===== src/rtl/bo_datapath.sv =====
// Operative datapath: X/H/S working registers fed by a one-stage pipelined ALU.
// The ALU result is registered into P every cycle; LH/LS commit P, LX loads the external operand.
module bo_datapath #(
    parameter int unsigned WIDTH = 16,
    parameter int unsigned K0    = 3,
    parameter int unsigned K1    = 5
) (
    input  logic             clk,
    input  logic             reset_n,
    input  logic [WIDTH-1:0] x_in,
    input  logic             LX,
    input  logic             LH,
    input  logic             LS,
    input  logic             Hula,
    input  logic [1:0]       M0,
    input  logic [1:0]       M1,
    input  logic [1:0]       M2,
    output logic [WIDTH-1:0] y,
    output logic             y_valid,
    output logic             ovf
);

    localparam int unsigned PW = 2 * WIDTH;

    logic [WIDTH-1:0] x_q, h_q, s_q, p_q;
    logic             p_ovf_q, ovf_q, y_valid_q;

    logic [WIDTH-1:0] op_a, op_b, alu_res;
    logic             alu_ovf;
    logic [WIDTH:0]   sum;
    logic [WIDTH-1:0] diff;
    logic [PW-1:0]    prod;

    // Operand A select
    always_comb begin
        op_a = x_q;
        unique case (M0)
            2'd0: op_a = x_q;
            2'd1: op_a = h_q;
            2'd2: op_a = s_q;
            2'd3: op_a = WIDTH'(K0);
            default: op_a = x_q;
        endcase
    end

    // Operand B select
    always_comb begin
        op_b = s_q;
        unique case (M1)
            2'd0: op_b = s_q;
            2'd1: op_b = x_q;
            2'd2: op_b = WIDTH'(K1);
            2'd3: op_b = h_q;
            default: op_b = s_q;
        endcase
    end

    assign sum  = {1'b0, op_a} + {1'b0, op_b};
    assign diff = op_a - op_b;
    assign prod = PW'(op_a) * PW'(op_b);

    // ALU result and overflow; M2 is ignored for the multiply class
    always_comb begin
        alu_res = '0;
        alu_ovf = 1'b0;
        if (Hula) begin
            alu_res = prod[WIDTH-1:0];
            alu_ovf = |prod[PW-1:WIDTH];
        end else begin
            unique case (M2)
                2'd0: begin
                    alu_res = sum[WIDTH-1:0];
                    alu_ovf = sum[WIDTH];
                end
                2'd1: alu_res = op_a;
                2'd2: alu_res = op_b;
                2'd3: begin
                    alu_res = diff;
                    alu_ovf = (op_a < op_b);
                end
                default: alu_res = '0;
            endcase
        end
    end

    // Pipeline register, working registers and status; overflow set beats LX clear
    always_ff @(posedge clk or negedge reset_n) begin
        if (!reset_n) begin
            x_q       <= '0;
            h_q       <= '0;
            s_q       <= '0;
            p_q       <= '0;
            p_ovf_q   <= 1'b0;
            ovf_q     <= 1'b0;
            y_valid_q <= 1'b0;
        end else begin
            p_q       <= alu_res;
            p_ovf_q   <= alu_ovf;
            y_valid_q <= LS;
            if (LX) x_q <= x_in;
            if (LH) h_q <= p_q;
            if (LS) s_q <= p_q;
            if ((LH || LS) && p_ovf_q) ovf_q <= 1'b1;
            else if (LX)               ovf_q <= 1'b0;
        end
    end

    assign y       = s_q;
    assign y_valid = y_valid_q;
    assign ovf     = ovf_q;

endmodule


===== config.mk =====
export PLATFORM = sky130hd
export DESIGN_NAME = bo_datapath
export DESIGN_NICKNAME = d
export VERILOG_FILES = /design/src/rtl/bo_datapath.sv
export SDC_FILE = /design/constraint.sdc
export NUM_CORES = 1
export LEC_CHECK = 0
export BUFFER_PORTS_ARGS = -buffer_cell sky130_fd_sc_hd__buf_2
export CAP_MARGIN = 20
export CORE_MARGIN = 3
export CORE_UTILIZATION = 30
export DETAILED_ROUTE_END_ITERATION = 7
export PLACE_DENSITY_LB_ADDON = 0.08
export SYNTH_ARGS = -nofsm -noshare
export SYNTH_HDL_FRONTEND = slang
export SYNTH_SLANG_ARGS = --single-unit

===== constraint.sdc =====
create_clock -name clk -period 8.9 [get_ports clk]
set_clock_uncertainty 0.1 [all_clocks]
set_input_delay 0.89 -clock clk [delete_from_list [all_inputs] [get_ports clk]]
set_output_delay 0.89 -clock clk [all_outputs]
set_load 0.01 [all_outputs]

[Word level (Yosys, flattened, before mapping)]
Cells that the tools add are included.
Word-level totals
  flip-flop bits (word level): 67
  input port bits: 28
  word-level logic and storage cells: 35
Operators by class
  add/sub/neg operators: 2
  multiply operators: 1
  $lt $le $gt $ge: 1
  equal/unequal tests: 9
  muxes and demuxes: 8
  reductions and logical operators: 7
Operators by type and width (count)
  $pmux W16 S4: 3
  $mul A16 B16 Y32: 1
  $add A16 B16 Y17: 1
  $lt A16 B16 Y1: 1
  $mux W16: 1
  $reduce_or A16 Y1: 1
  $sub A16 B16 Y16: 1
  $eq A2 B2 Y1 const B: 6
  $eq A2 B1 Y1 const B: 3
  $logic_not A2 Y1: 3
  $mux W1: 3
  $pmux W1 S2: 1
  $reduce_bool A2 Y1: 1
  $logic_and A1 B1 Y1: 1
  $logic_or A1 B1 Y1: 1

[Logic depth before layout (Yosys ltp)]
Gate-level depths: netlist of the first run.
  depth after elaboration: 5
  mapped depth: 31
  mapped depth without buffers: 27

[Worst setup path after synthesis of the first run]
No wires, ideal clock.
  path type: input -> register
  from: input M0[0]
  to: register p_ovf_q
  library setup time: 0.129 ns
  arrival: 7.630 ns
  path slack: 1.041 ns
  cell stages on the path: 27
  path buffers: 3
  path through: buf_2 > buf_1 > mux2i_1 > nor2_1 > a21oi_1 > inv_1 > clkbuf_1 > ha_1 > fa_1 > inv_1 > fa_1 > fa_1 > fa_1 > inv_1 > fa_1 > inv_1 > fa_1 > inv_1 > ha_1 > nand3_1 > a211oi_2 > o41a_4 > or3b_1 > a211o_1 > a2111oi_2 > and4_1 > a31oi_1
Between the ends
  word-level cells in the longest chain between the ends: 5
Ends and longest elaborated chain
  start, declared: RTL line 15  | input logic [1:0] M0,
  $eq A2 B2 Y1, or another cell as far along: RTL line 37  | unique case (M0)
  $pmux W16 S4 (*): RTL line 37
  $mul A16 B16 Y32, or another cell as far along: RTL line 60  | assign prod = PW'(op_a) * PW'(op_b);
  $reduce_or A16 Y1 or $pmux W1 S2 (tied branches): RTL line 68, 70
  $mux W1 (*): RTL line 66  | if (Hula) begin
  via alu_ovf: RTL line 29  | logic alu_ovf;
  end signal, assigned: RTL line 98  | p_ovf_q <= alu_ovf;
  end, declared: RTL line 26  | logic p_ovf_q, ovf_q, y_valid_q;
The timed path passes the listed nets; every way through them passes the cells marked *.
A chain may end at the register's enable or synchronous reset.

[Worst setup path after layout of the first run]
Ends and elaborated chain as after synthesis.

==> results.py, run 1 <==
metrics = {
    "sta": {
        "fmax_mhz": 125,
        "hold_viol": 0,
        "fin_setup_tns_ns": 0,
        "rsz0062_at_grt": "false",
        "slew_headroom_pct": 37.8,
        "period_minus_slack_ns": 7.99,
        "period_share_pct": 89.8,
        "finalSetupViolations": 0,
        "slew_viol_final": 0,
        "tightest_slew_ns": 0.932,
    },
    "global_routing": {
        "grt_pass1_vias": 11600,
        "grt_pass1_wl_um": 71100,
        "antenna_found_initial": 0,
        "grt_max_degree": 68,
        "overflow": 0,
        "grt_usage_pct": 19.9,
    },
    "yosys": {
        "ys_seq_elements": 67,
        "netlist_top_cells_area": "fa_1 29%, ha_1 13%, dfrtp_1 13%",
        "async_flop_share_pct": 100,
        "synth_warnings": 0,
        "synth-edff-count": 0,
        "synthesis.area_mm2": 0.0134,
        "ys_seq_area_share_pct": 12.5,
        "postSynthAreaPerCell_um2": 8.79,
        "mappedNetlistNets": 1886,
        "synth_top_area_share_pct": 29.3,
        "yosysUniqueCellTypes": 68,
        "syn_inst": 1521,
        "synthFlopType": "dfrtp_1",
        "synth_top_area_cell": "fa_1",
    },
    "place": {
        "place_congestion": 0.882,
        "port_buffers": 45,
        "place_hpwl_um": 37300,
        "placed_area_mm2": 0.0145,
    },
    "critical_path": {
        "critical-path-top-delay-family": "adder cells",
        "cp_slowest_cell": "a21oi_1",
        "cp-start-kind": "input port",
        "critPathCaptureType": "flip-flop",
        "crit_buf_inv": 7,
        "cpPeakStageDelay_ns": 0.63,
        "worst-path-max-fanout": 14,
        "critPathKind": "in2reg",
        "path_common_cell": "fa_1",
        "cp.arrival_ns": 8.11,
        "critPathRequiredTime_ns": 9.02,
    },
    "cts": {
        "numCtsBuffers": 9,
        "cts_sinks": 67,
        "hold_buffers": 0,
        "insertion_delay_ns": 0.35,
        "clockBufferDepth": 2,
        "cts_resized": 0,
        "htreeDepth": 3,
        "tritoncts": "yes",
        "cts-root-buf": "clkbuf_16",
        "post_cts_buffers": 0,
        "path_clk_slew_ns": 0.08,
    },
    "detailed_routing": {
        "drt_iter0_markers": 750,
        "via_per_inst": 5.00,
        "avgRoutedWirePerCell_um": 20.9,
        "route.vias.total": 10700,
        "ant_nets": 0,
        "firstDrtPassIters": 5,
        "routed_wl_um": 44900,
        "drc_errors": 0,
    },
    "final_layout": {
        "fin_nets": 1925,
        "n_fill_cell": 4721,
        "diodes": 0,
        "final_area_mm2": 0.0148,
        "layout-drive-gt1-share_pct": 13.0,
        "area_growth_pct": 10.6,
        "register_area_mm2": 0.00168,
        "multi_input_area_mm2": 0.0104,
    },
    "min_path": {
        "min_path_type": "reg2reg",
    },
    "outcome": {
        "outcome": "completed",
    },
    "floorplanning": {
        "start_util_pct": 30.7,
        "dieHeight_um": 217,
        "die-area_mm2": 0.0471,
        "io_pins": 46,
        "die-width_um": 217,
        "rows": 76,
        "fp.coreArea_mm2": 0.0436,
    },
    "job": {
        "maxCapViolCount": 0,
    },
}
[cells in the final DEF, fill, tap and decap left out, types with 19 or more instances in the layout]
cell type,synthesis,routed
buf_4,0,53
nand2_1,140,140
nor2_1,192,192
a221oi_1,21,21
mux2_2,67,67
dfrtp_1,67,67
inv_1,259,259
a21o_1,23,23
ha_1,141,141
buf_2,3,45
mux2i_1,23,23
a21oi_1,65,65
xor2_1,19,19
fa_1,196,196
xnor2_1,25,25
o21ai_0,30,30
[worst reg2reg max path, cell delays in order, from the launching register on]
cell       delay, ns
dfrtp_1         0.43
mux2i_1         0.16
nor2_1          0.05
a21oi_1         0.60
buf_4           0.27
nor2_1          0.06
fa_1            0.52
inv_1           0.06
fa_1            0.53
inv_1           0.05
fa_1            0.50
inv_1           0.06
fa_1            0.55
fa_1            0.43
fa_1            0.49
inv_1           0.05
ha_1            0.32
a21o_1          0.17
a21oi_1         0.22
nor3b_1         0.11
a211o_1         0.28
a2111oi_0       0.42
nand4_1         0.17
a2111oi_2       0.35
and4_1          0.24
a31oi_1         0.08
[state kept, by name, indices dropped and copies added, names as in the netlist]
signal	count
ovf	1
h_q	16
p_q	16
p_ovf_q	1
x_q	16
y	16
y_valid	1
[kinds of logic after synthesis]
| group | synth area share, % |
|---|---|
| adder cells (fa/ha/maj) | 42.5 |
| AO/OA/AOI/OAI | 12.3 |
| multiplexers | 7.36 |
| flip-flops | 12.5 |
| buffers and inverters | 9.68 |
| XOR/XNOR | 2.88 |
| AND/OR/NAND/NOR | 12.7 |
[final cells by class]
cell class              count  area share, %
clock buffers              10           1.62
flip-flops and latches     67           11.3
repair buffers             99           4.35
inverters                 273           6.93
clock inverters             6          0.474
multi-input cells        1110           70.3
well taps                 585           4.95
[cell usage after synthesis (all sizes together) (5+ instances only)]
master	count
a221oi	21
clkbuf	63
nand2	140
nand4	8
xor2	19
a22o	16
a21o	24
mux2i	23
a221o	8
o21ai	31
nand3	10
xnor2	25
buf	8
nor2b	10
fa	196
inv	262
dfrtp	67
a31oi	7
nor2	192
a211oi	7
clkinv	11
o21bai	7
a21oi	71
o21a	5
and3	6
nand2b	9
ha	141
nor3	13
mux2	67
[per-stage QoR]
| step | utilization, % | hold slack, ns | setup slack [ns] | std cells |
|---|---|---|---|---|
| 6_report | 33.9 | 0.403 | 0.907 | 2150 |
| 5_1_grt | 33.9 | 0.411 | 0.528 | 2150 |
| 4_1_cts | 33.9 | 0.404 | 0.966 | 2150 |
| 3_5_place_dp | 33.2 | 0.385 | 0.595 | 2134 |
| 3_3_place_gp | 33.2 | 0.385 | 0.608 | 2134 |
| 2_1_floorplan | - | 0.349 | 1.04 | 1521 |
[worst paths after layout]
check / from / to / slack [ns] / cells past startpoint
setup / recovery: M0[0] / p_ovf_q / 0.91 / 26
min in group asynchronous: reset_n / ovf / 0.65 / 2
hold / removal: p_q[5] / y[5] / 0.40 / 1
hold reg to reg: p_q[5] / y[5] / 0.40 / 1
setup reg to reg: h_q[14] / p_ovf_q / 1.49 / 25
max in group asynchronous: reset_n / h_q[0] / 7.43 / 2
[layer usage]
layer  wire length (µm)  track usage, %  vias to the layer above  part of all wire, %
li1                   -               -                     4996                    -
met1              20200            27.0                     5464                   45
met2              22100            34.5                      257                   49
met3               1830            2.07                       31                  4.1
met4                827            3.83                        0                  1.8
met5                  0               0                        -                    0
Power of run 1 is left out: the tool's default activity adds up to more than one toggle a clock period on the data nets, which glitch-free logic cannot reach.
==> run 2: changes to the inputs <==
--- a/config.mk
+++ b/config.mk
@@ -7,8 +7,11 @@
 export LEC_CHECK = 0
 export BUFFER_PORTS_ARGS = -buffer_cell sky130_fd_sc_hd__buf_2
 export CAP_MARGIN = 20
+export CELL_PAD_IN_SITES_DETAIL_PLACEMENT = 0
+export CELL_PAD_IN_SITES_GLOBAL_PLACEMENT = 1
 export CORE_MARGIN = 3
 export CORE_UTILIZATION = 30
+export CTS_BUF_LIST = sky130_fd_sc_hd__clkbuf_16
 export DETAILED_ROUTE_END_ITERATION = 7
 export PLACE_DENSITY_LB_ADDON = 0.08
 export SYNTH_ARGS = -nofsm -noshare
==> run 2 against run 1 <==
Wire length grew 2.7%. Hold slack lost 0.0085 ns. Via count is 1.0% lower. Flip-flop and latch count unchanged. Final area decreased by 0.96%. Count of clock-buffer cells in the layout down 1. Core utilization fell by 0.32 points. First-iteration DRC count fell by 21%. Register-to-register slack about the same. Highest routed layer unchanged.
==> results.py, run 2 (synthesis gave the netlist of run 1 again) <==
metrics = {
    "sta": {
        "slew_headroom_pct": 34.0,
        "fin_setup_tns_ns": 0,
        "slew_viol_final": 0,
        "rsz0062_at_grt": "false",
        "period_share_pct": 90.3,
        "fmax_mhz": 124,
        "period_minus_slack_ns": 8.03,
        "tightest_slew_ns": 0.990,
        "finalSetupViolations": 0,
        "hold_viol": 0,
    },
    "cts": {
        "tritoncts": "yes",
        "post_cts_buffers": 0,
        "cts_sinks": 67,
        "clockBufferDepth": 2,
        "htreeDepth": 3,
        "path_clk_slew_ns": 0.08,
        "insertion_delay_ns": 0.36,
        "cts-root-buf": "clkbuf_16",
        "cts_resized": 0,
        "hold_buffers": 0,
        "numCtsBuffers": 9,
    },
    "floorplanning": {
        "fp.coreArea_mm2": 0.0436,
        "start_util_pct": 30.7,
        "dieHeight_um": 217,
        "io_pins": 46,
        "rows": 76,
        "die-width_um": 217,
        "die-area_mm2": 0.0471,
    },
    "detailed_routing": {
        "ant_nets": 0,
        "drc_errors": 0,
        "route.vias.total": 10600,
        "m1WireLength_um": 21100,
        "routed_wl_um": 46100,
        "top_layer": "met4",
        "avgRoutedWirePerCell_um": 21.6,
        "via_per_inst": 4.99,
        "firstDrtPassIters": 5,
        "routed-wl-met2_um": 22800,
        "drt_iter0_markers": 594,
        "met3_length_um": 1330,
    },
    "global_routing": {
        "overflow": 0,
        "antenna_found_initial": 0,
        "grt_pass1_vias": 11600,
        "grt_max_degree": 68,
        "grt_usage_pct": 20.5,
        "grt_pass1_wl_um": 72800,
    },
    "critical_path": {
        "worst-path-max-fanout": 18,
        "cp.arrival_ns": 8.15,
        "critPathRequiredTime_ns": 9.02,
        "critPathKind": "in2reg",
        "critPathCaptureType": "flip-flop",
        "cp-start-kind": "input port",
    },
    "outcome": {
        "outcome": "completed",
    },
    "final_layout": {
        "area_growth_pct": 9.52,
        "fin_nets": 1908,
        "n_fill_cell": 4816,
        "layout_common_cells": "259 x inv_1, 196 x fa_1, 192 x nor2_1",
        "layout-drive-gt1-share_pct": 12.1,
        "final_common_cell": "inv_1",
        "diodes": 0,
    },
    "min_path": {
        "min_path_type": "reg2reg",
    },
    "place": {
        "port_buffers": 45,
        "place_congestion": 0.839,
        "place_hpwl_um": 37800,
    },
    "job": {
        "maxCapViolCount": 0,
    },
}
-- run 2: path summary, 6_finish.rpt --
kind | start | endpoint | slack [ns] | depth (start not counted)
max in group asynchronous | reset_n | p_q[1] | 7.43 | 2
max | M1[1] | p_ovf_q | 0.87 | 24
min | p_q[13] | h_q[13] | 0.39 | 1
max reg2reg | h_q[4] | p_ovf_q | 1.50 | 23
min reg2reg | p_q[13] | h_q[13] | 0.39 | 1
min in group asynchronous | reset_n | y[13] | 0.64 | 2
-- run 2: routing by layer --
metal | vias up | track usage, %
met1 | 5479 | 28.0
li1 | 4941 | -
met3 | 24 | 1.63
met4 | 0 | 4.00
met2 | 193 | 35.9
met5 | - | 0
-- run 2: critical path, stage by stage --
cell and delay [ns]:
buf_2 0.38, mux2_2 0.39, a22o_1 0.31, inv_1 0.47, nor2_1 0.15, fa_1 0.55
inv_1 0.05, fa_1 0.49, inv_1 0.06, fa_1 0.48, fa_1 0.50, fa_1 0.49
inv_1 0.05, fa_1 0.47, inv_1 0.04, ha_1 0.36, nand3_1 0.14, a211oi_2 0.35
o41a_4 0.25, or3b_1 0.37, a211o_1 0.29, a2111oi_2 0.28, and4_1 0.24, a31oi_1 0.09
-- run 2: final cells by class --
type	instances	area (µm²)	share of cell area [%]
flip-flops and latches	67	1680	11.4
clock buffers	9	225	1.54
clock inverters	7	82.6	0.564
multi-input cells	1110	10400	71.0
inverters	273	1020	7.00
well taps	585	732	5.00
repair buffers	82	503	3.43
-- run 2: metrics by stage --
step / area [µm²] / instances / worst slack, ns / hold slack, ns / utilization (%)
after floorplan: 13400 / 1521 / 1.04 / 0.349 / -
after global placement: 14300 / 2117 / 0.436 / 0.383 / 32.9
after detailed placement: 14300 / 2117 / 0.464 / 0.389 / 32.9
after CTS: 14600 / 2133 / 0.846 / 0.397 / 33.6
after global routing: 14600 / 2133 / 0.433 / 0.426 / 33.6
final: 14600 / 2133 / 0.866 / 0.395 / 33.6
Power of run 2 is left out for the same reason.
